File: src/rtl/hcp_cfg_cmd_gen.sv
// HCP configuration command generator: parses TSMP payload headers and issues
// single-cycle register write/read strobes, expanding bursts word by word.
module hcp_cfg_cmd_gen #(
    parameter int ERR_CNT_W = 16
) (
    input  logic                 i_clk,
    input  logic                 i_rst_n,
    input  logic [31:0]          iv_data,
    input  logic                 i_data_valid,
    input  logic                 i_data_last,
    output logic                 o_data_ready,
    output logic                 o_wr,
    output logic                 o_rd,
    output logic [18:0]          ov_addr,
    output logic                 o_addr_fixed,
    output logic [31:0]          ov_wdata,
    output logic                 o_cmd_err,
    output logic [ERR_CNT_W-1:0] ov_err_cnt
);

    localparam logic [1:0] ST_IDLE     = 2'd0;
    localparam logic [1:0] ST_WR_DATA  = 2'd1;
    localparam logic [1:0] ST_RD_ISSUE = 2'd2;
    localparam logic [1:0] ST_DRAIN    = 2'd3;

    logic [1:0]           state_reg, state_next;
    logic [18:0]          addr_reg, addr_next;
    logic                 fixed_reg, fixed_next;
    logic [10:0]          rem_reg, rem_next;
    logic                 wr_reg, wr_next;
    logic                 rd_reg, rd_next;
    logic [18:0]          strobe_addr_reg, strobe_addr_next;
    logic                 strobe_fixed_reg, strobe_fixed_next;
    logic [31:0]          wdata_reg, wdata_next;
    logic                 err_reg, err_next;
    logic [ERR_CNT_W-1:0] err_cnt_reg;

    logic        accept;
    logic [1:0]  hdr_type;
    logic        hdr_fixed;
    logic [10:0] hdr_len;
    logic [18:0] hdr_addr;
    logic [18:0] addr_step;

    assign o_data_ready = (state_reg != ST_RD_ISSUE);
    assign accept       = i_data_valid & o_data_ready;
    assign hdr_type     = iv_data[31:30];
    assign hdr_fixed    = iv_data[29];
    assign hdr_len      = {1'b0, iv_data[28:19]} + 11'd1;
    assign hdr_addr     = iv_data[18:0];
    assign addr_step    = fixed_reg ? addr_reg : addr_reg + 19'd1;

    always_comb begin
        state_next        = state_reg;
        addr_next         = addr_reg;
        fixed_next        = fixed_reg;
        rem_next          = rem_reg;
        wr_next           = 1'b0;
        rd_next           = 1'b0;
        strobe_addr_next  = 19'd0;
        strobe_fixed_next = 1'b0;
        wdata_next        = 32'd0;
        err_next          = 1'b0;
        case (state_reg)
            ST_IDLE: begin
                if (accept) begin
                    addr_next  = hdr_addr;
                    fixed_next = hdr_fixed;
                    rem_next   = hdr_len;
                    case (hdr_type)
                        2'b01: begin
                            if (i_data_last) err_next   = 1'b1;
                            else             state_next = ST_WR_DATA;
                        end
                        2'b10: begin
                            // First read goes out straight from the header so
                            // the strobe lands one cycle after acceptance.
                            rd_next           = 1'b1;
                            strobe_addr_next  = hdr_addr;
                            strobe_fixed_next = hdr_fixed;
                            addr_next         = hdr_fixed ? hdr_addr : hdr_addr + 19'd1;
                            rem_next          = hdr_len - 11'd1;
                            state_next        = ST_RD_ISSUE;
                        end
                        default: begin
                            err_next = 1'b1;
                            if (!i_data_last) state_next = ST_DRAIN;
                        end
                    endcase
                end
            end
            ST_WR_DATA: begin
                if (accept) begin
                    wr_next           = 1'b1;
                    strobe_addr_next  = addr_reg;
                    strobe_fixed_next = fixed_reg;
                    wdata_next        = iv_data;
                    addr_next         = addr_step;
                    rem_next          = rem_reg - 11'd1;
                    if (rem_reg == 11'd1) begin
                        state_next = ST_IDLE;
                    end else if (i_data_last) begin
                        err_next   = 1'b1;
                        state_next = ST_IDLE;
                    end
                end
            end
            ST_RD_ISSUE: begin
                // rem_reg counts reads still to issue after the one on the wire.
                if (rem_reg != 11'd0) begin
                    rd_next           = 1'b1;
                    strobe_addr_next  = addr_reg;
                    strobe_fixed_next = fixed_reg;
                    addr_next         = addr_step;
                    rem_next          = rem_reg - 11'd1;
                end else begin
                    state_next = ST_IDLE;
                end
            end
            default: begin
                if (accept && i_data_last) state_next = ST_IDLE;
            end
        endcase
    end

    always_ff @(posedge i_clk or negedge i_rst_n) begin
        if (!i_rst_n) begin
            state_reg        <= ST_IDLE;
            addr_reg         <= 19'd0;
            fixed_reg        <= 1'b0;
            rem_reg          <= 11'd0;
            wr_reg           <= 1'b0;
            rd_reg           <= 1'b0;
            strobe_addr_reg  <= 19'd0;
            strobe_fixed_reg <= 1'b0;
            wdata_reg        <= 32'd0;
            err_reg          <= 1'b0;
            err_cnt_reg      <= '0;
        end else begin
            state_reg        <= state_next;
            addr_reg         <= addr_next;
            fixed_reg        <= fixed_next;
            rem_reg          <= rem_next;
            wr_reg           <= wr_next;
            rd_reg           <= rd_next;
            strobe_addr_reg  <= strobe_addr_next;
            strobe_fixed_reg <= strobe_fixed_next;
            wdata_reg        <= wdata_next;
            err_reg          <= err_next;
            if (err_next && (err_cnt_reg != {ERR_CNT_W{1'b1}}))
                err_cnt_reg <= err_cnt_reg + {{(ERR_CNT_W-1){1'b0}}, 1'b1};
        end
    end

    assign o_wr         = wr_reg;
    assign o_rd         = rd_reg;
    assign ov_addr      = strobe_addr_reg;
    assign o_addr_fixed = strobe_fixed_reg;
    assign ov_wdata     = wdata_reg;
    assign o_cmd_err    = err_reg;
    assign ov_err_cnt   = err_cnt_reg;

endmodule

File: config.mk
export PLATFORM = sky130hd
export DESIGN_NAME = hcp_cfg_cmd_gen
export DESIGN_NICKNAME = d
export VERILOG_FILES = /design/src/rtl/hcp_cfg_cmd_gen.sv
export SDC_FILE = /design/constraint.sdc
export NUM_CORES = 1
export LEC_CHECK = 0
export BUFFER_PORTS_ARGS = -buffer_cell sky130_fd_sc_hd__clkbuf_2
export CAP_MARGIN = 5
export CORE_ASPECT_RATIO = 0.8
export CORE_MARGIN = 1
export CORE_UTILIZATION = 30
export CTS_CLUSTER_DIAMETER = 120
export CTS_CLUSTER_SIZE = 8
export DETAILED_ROUTE_END_ITERATION = 7
export GPL_TIMING_DRIVEN = 0
export SLEW_MARGIN = 10
export SYNTH_ARGS = -nofsm -noshare
export SYNTH_HDL_FRONTEND = slang
export SYNTH_SLANG_ARGS = --single-unit
export TNS_END_PERCENT = 30
File: constraint.sdc
create_clock -name i_clk -period 3.57 [get_ports i_clk]
set_input_delay 0.714 -clock i_clk [delete_from_list [all_inputs] [get_ports i_clk]]
set_output_delay 0.714 -clock i_clk [all_outputs]
set_load 0.01 [all_outputs]
# Word-level counts from Yosys, hierarchy flattened
# Index checks and enable logic that the tools add are counted.
[word_totals]
out_inout_bits = 72
ff_bits = 104
wordCells = 87
[op_classes]
add_sub_neg = 6
muxes = 46
n_reduce_logical = 9
n_bitwise = 1
eq_ne = 14
[op_table]
columns = ["op", "count"]
rows = [
  ["19-bit two-way mux", 10],
  ["19-bit case mux with 3 select lines", 2],
  ["32-bit two-way mux", 2],
  ["11-bit two-way mux", 4],
  ["19-bit by 1-bit adder with 19-bit output, second input constant", 2],
  ["11-bit case mux with 3 select lines", 1],
  ["11-bit by 1-bit subtractor with 11-bit output, second input constant", 2],
  ["16-bit by 1-bit adder with 16-bit output, second input constant", 1],
  ["2-bit two-way mux", 8],
  ["16-bit inequality test, second input constant", 1],
  ["1-bit two-way mux", 13],
  ["10-bit by 1-bit adder with 11-bit output, second input constant", 1],
  ["11-bit by 1-bit == test with 1-bit output, second input constant", 1],
  ["11-bit nonzero test", 1],
  ["2-bit inequality test, second input constant", 5],
  ["7-bit AND reduction", 1],
  ["3-bit inequality test, second input constant", 2],
  ["1-bit case mux with 2 select lines", 3],
  ["2-bit case mux with 3 select lines", 1],
  ["2-bit by 1-bit == test with 1-bit output, second input constant", 2],
  ["2-bit == test, second input constant", 2],
  ["2-bit case mux with 2 select lines", 1],
  ["4-bit AND reduction", 1],
  ["4-bit nonzero test", 1],
  ["7 further kinds", 8],
]

# Logic depth before layout (Yosys ltp)
[depth]
ltp_word = 5
mapped_depth = 10

# Worst setup path before layout
# No wires, ideal clock.
[synth_timing]
kind = "input -> register"
startpoint = "input port iv_data[0]"
endpoint = "register addr_reg[18]"
stages = 6
setup_slack_ns = 1.316
setup_ns = 0.094
arrival_time_ns = 2.161
required_time_ns = 3.476
path_cell_list = "ha_1 > nor4bb_1 > and2_0 > nand4_1 > xor2_1 > a221oi_2"
[synth_via]
elab_chain_len = 5
[synth_lines]
columns = ["element", "line_no", "rtl"]
rows = [
  ["start: declaration", "8", "input logic [31:0] iv_data,"],
  ["19-bit by 1-bit adder with 19-bit output", "81", "addr_next = hdr_fixed ? hdr_addr : hdr_addr + 19'd1;"],
  ["19-bit two-way mux", "81", ""],
  ["19-bit two-way mux", "70", "case (hdr_type)"],
  ["19-bit two-way mux", "66", "if (accept) begin"],
  ["19-bit case mux with 3 select lines", "64", "case (state_reg)"],
  ["end signal: assignment", "141", "addr_reg <= addr_next;"],
  ["end: declaration", "27", "logic [18:0] addr_reg, addr_next;"],
]
# No other way between the ends. The select of a mux whose other input is x is not followed.
# A chain may end at the register's enable or synchronous reset.

# Worst setup path in the final report
[layout_timing]
startpoint = "input port iv_data[0]"
endpoint = "register addr_reg[14]"
# Same word-level chain as after synthesis.

==> results by group <==
CTS
  – Hold-fix buffer count after cts: 0
  – Worst-skew pair later-pin latency: between 0.3 and 0.4 ns
  – TritonCTS clock tree: built
  – Setup repair bufs after CTS: 0
  – H-tree lvl count: 3
  – Clk sink count: 104
  – Root Driver: sky130_fd_sc_hd__clkbuf_16
  – Clock buffers created by TritonCTS: 9
  – Clock edge transition at the registers on the reported setup and hold paths: 0.07 ns
  – Longest Clk Path Bufs: 2
  – Number of gates resized after cts: 0

Worst setup path
  – Critical path start-end classification: primary input to flip-flop
  – CP Data Required Time: about 3.8 ns
  – Data arrival time of the critical path: slightly above 3 ns
  – Worst-case reg-to-reg path depth: 8
  – Category of the worst setup path launch point: primary input
  – Biggest fanout along the worst timing path: 6
  – Endpoint kind of the worst setup timing path: flip-flop

Detailed routing
  – Total iterations of the first detailed-routing run: 5
  – Antenna-violating nets left: 0
  – Total wire length after detailed routing: between 15000 and 20000 µm
  – Routed length per instance: 17.0 µm
  – Drc violations: 0
  – Average vias per placed instance: 5.22
  – Violation count after the first detailed-route iteration: between 300 and 400
  – Vias: 5202

Synthesis
  – Unique cell type count in the Yosys netlist: between 70 and 80
  – Post-synthesis net count: about 660
  – Cell count after synthesis: 618
  – Mean cell area of the mapped netlist: around 9.5 µm²
  – Share of synthesized flip-flops with an asynchronous set or reset: 1.00
  – Register bit total from synthesis: 104
  – Seq/Total Area, Yosys: 0.442
  – Most used flip-flop cell after synthesis: sky130_fd_sc_hd__dfrtp_1
  – Count of flip-flops with a built-in enable after synthesis: 0
  – Number of synthesis warnings: 0
  – Post-synthesis instance area: ~5900 µm²

Pwr
  – Cell area power density: between 300 and 400 nW/µm²
  – Max rail drop VDD: approximately 0.17 mV
  – Pleak: around 3.3 nW
  – Share of power burned in registers: 0.503
  – Clock power share: 0.439
  – Switching pwr: roughly 550 µW
  – Total internal power: 1.79 mW
  – Combinational cell fraction of total power: 0.058
  – Switching power share of the total: 0.236

STA
  – Skew final: a little over 0.008 ns
  – Number of pins exceeding their max-slew limit in the final report: 0
  – Final period demand of the worst path: around 2.9 ns
  – Actual slew at the worst max-slew pin: ~1.1 ns
  – Final worst-path cycle share: 0.806
  – Setup repair after global routing missed its margin: no
  – Worst Hold Margin: 0.224 ns
  – Worst path setup slack after routing: ~0.69 ns
  – Final Setup Violations: 0
  – Timing-limited maximum frequency: roughly 350 MHz
  – Setup total negative slack: 0 ns
  – Worst slew margin: 0.264
  – Number of hold-slack violations in the final timing report: 0

Place
  – Cell area after placement: 6760 µm²
  – Routability-driven placement congestion ratio: 0.839
  – Total half-perimeter wirelength after legalization and detailed placement: 12100 µm
  – Number of port buffers: ~100
  – Post-Place Setup Slack: ~0.37 ns

Flow run
  – Max-cap check violation count: 0

Hold path
  – Worst hold path type: primary input to asynchronous set/reset pin

Global routing
  – Global-route wire length before repair: 27500 µm
  – Total global routing overflow: 0
  – Maximum number of pins on one net before global-route repair: a little over 80
  – Number of global-route vias before repair: 4825
  – Overall global routing resource usage: 0.178
  – Antenna violations before repair: 0

Final layout
  – Number of nets in the final layout: about 800
  – Core Util, Final: 0.370
  – Post-route standard cell area excluding fillers: ~7000 µm²
  – Number of diodes added for antenna fixing: 0
  – Share of cells above drive strength 1: 0.210
  – Max FFs per register: 32
  – Area Growth Syn to Fin: 20.0%

Floorplan
  – Core Rows: 45
  – Floorplan die width: ~160 µm
  – Starting Density: 0.308
  – Placeable core region: approximately 19000 µm²
  – Die span in y: between 100 and 150 µm
  – # IOs: 108
  – Area of the die: approximately 20000 µm²

Outcome
  – Result of the run: finished clean
-- logic make-up after synthesis --
logic type | count (synthesis) | share of synthesized area
AO/OA/AOI/OAI | 148 | 0.186
XOR/XNOR | 37 | 0.0551
adder cells (fa/ha/maj) | 10 | 0.0213
buffers and inverters | 57 | 0.0423
flip-flops | 104 | 0.442
multiplexers | 6 | 0.0108
AND/OR/NAND/NOR | 256 | 0.242
-- power groups by stage --
stage	sequential (mW)	combinational [mW]	clock [mW]
detailed placement	1.20	0.138	0
global placement	1.20	0.132	0
finish	1.18	0.135	1.03
CTS	1.18	0.138	1.06
floorplan	1.20	0.0507	0
global route	1.18	0.151	1.11
-- synthesized netlist by cell type (5+ instances only) --
| master | count | area share |
|---|---|---|
| sky130_fd_sc_hd__nor4_1 | 11 | 0.012 |
| sky130_fd_sc_hd__nor2_1 | 45 | 0.029 |
| sky130_fd_sc_hd__inv_1 | 14 | 0.0089 |
| sky130_fd_sc_hd__xnor2_1 | 13 | 0.019 |
| sky130_fd_sc_hd__xor2_1 | 24 | 0.036 |
| sky130_fd_sc_hd__dfrtp_1 | 104 | 0.44 |
| sky130_fd_sc_hd__a31oi_1 | 6 | 0.0064 |
| sky130_fd_sc_hd__clkbuf_1 | 25 | 0.016 |
| sky130_fd_sc_hd__o21ai_0 | 23 | 0.020 |
| sky130_fd_sc_hd__a22oi_1 | 20 | 0.026 |
| sky130_fd_sc_hd__nand2_1 | 46 | 0.029 |
| sky130_fd_sc_hd__nand4_1 | 12 | 0.013 |
| sky130_fd_sc_hd__and4_1 | 10 | 0.015 |
| sky130_fd_sc_hd__nor4b_1 | 5 | 0.0074 |
| sky130_fd_sc_hd__nor3_1 | 12 | 0.010 |
| sky130_fd_sc_hd__nand2b_1 | 5 | 0.0053 |
| sky130_fd_sc_hd__a211oi_1 | 9 | 0.011 |
| sky130_fd_sc_hd__ha_1 | 10 | 0.021 |
| sky130_fd_sc_hd__a21oi_1 | 29 | 0.025 |
| sky130_fd_sc_hd__and3_1 | 15 | 0.016 |
| sky130_fd_sc_hd__nand3_1 | 28 | 0.024 |
| sky130_fd_sc_hd__or3_1 | 5 | 0.0053 |
| sky130_fd_sc_hd__buf_2 | 9 | 0.0077 |
| sky130_fd_sc_hd__and2_1 | 39 | 0.041 |
-- worst max-delay path, cell delays in order --
cell	delay [ns]
sky130_fd_sc_hd__clkbuf_2	0.16
sky130_fd_sc_hd__ha_1	0.15
sky130_fd_sc_hd__nor4bb_1	0.92
sky130_fd_sc_hd__and2_0	0.45
sky130_fd_sc_hd__a41oi_1	0.16
sky130_fd_sc_hd__o21ai_0	0.28
sky130_fd_sc_hd__o311ai_0	0.23
-- layout by cell type, fill, tap and decap left out, drive strengths merged, types with 7 or more instances in the layout --
cell      n
inv      16
dfrtp   104
o21ai    23
xnor2    13
and4     10
xor2     24
nor3     12
and3     15
buf      17
clkbuf  142
nor2     45
a22oi    20
a31oi     7
a211oi   10
nand2    46
a21oi    29
nand3    28
nand4    12
and2     40
nor4     13
ha       10
-- area by class of cell --
type | count | area [µm²]
well taps | 258 | 323
inverters | 15 | 56.3
multi-input cells | 457 | 3030
repair buffers | 105 | 557
clock inverters | 4 | 51.3
clock buffers | 12 | 246
fillers | 1931 | 12000
plain buffers | 42 | 193
flip-flops and latches | 104 | 2600
-- metal layers --
metal | part of all wire | vias up | global-route usage | wire length (µm)
li1 | - | 2499 | - | -
met1 | 0.49 | 2545 | 0.266 | 8370
met2 | 0.44 | 144 | 0.258 | 7470
met3 | 0.057 | 14 | 0.0377 | 976
met4 | 0.0099 | 0 | 0.0430 | 169
met5 | 0 | - | 0 | 0
-- final timing paths --
check | slack [ns] | from | to
worst max register to register | 0.80 | state_reg[0] | addr_reg[3]
worst min-delay path | 0.22 | i_rst_n | ov_err_cnt[14]
worst min register to register | 0.49 | ov_err_cnt[5] | ov_err_cnt[5]
worst max-delay path | 0.69 | iv_data[0] | addr_reg[14]
min in group i_clk | 0.49 | ov_err_cnt[5] | ov_err_cnt[5]
max in group asynchronous | 2.67 | i_rst_n | ov_addr[4]
-- through the flow --
| step | cells | power (mW) |
|---|---|---|
| floorplan | 618 | 1.25 |
| global placement | 980 | 1.33 |
| detailed placement | 981 | 1.34 |
| CTS | 997 | 2.37 |
| global route | 997 | 2.44 |
| finish | 997 | 2.34 |
No activity file was read; power rests on OpenSTA's default activity.
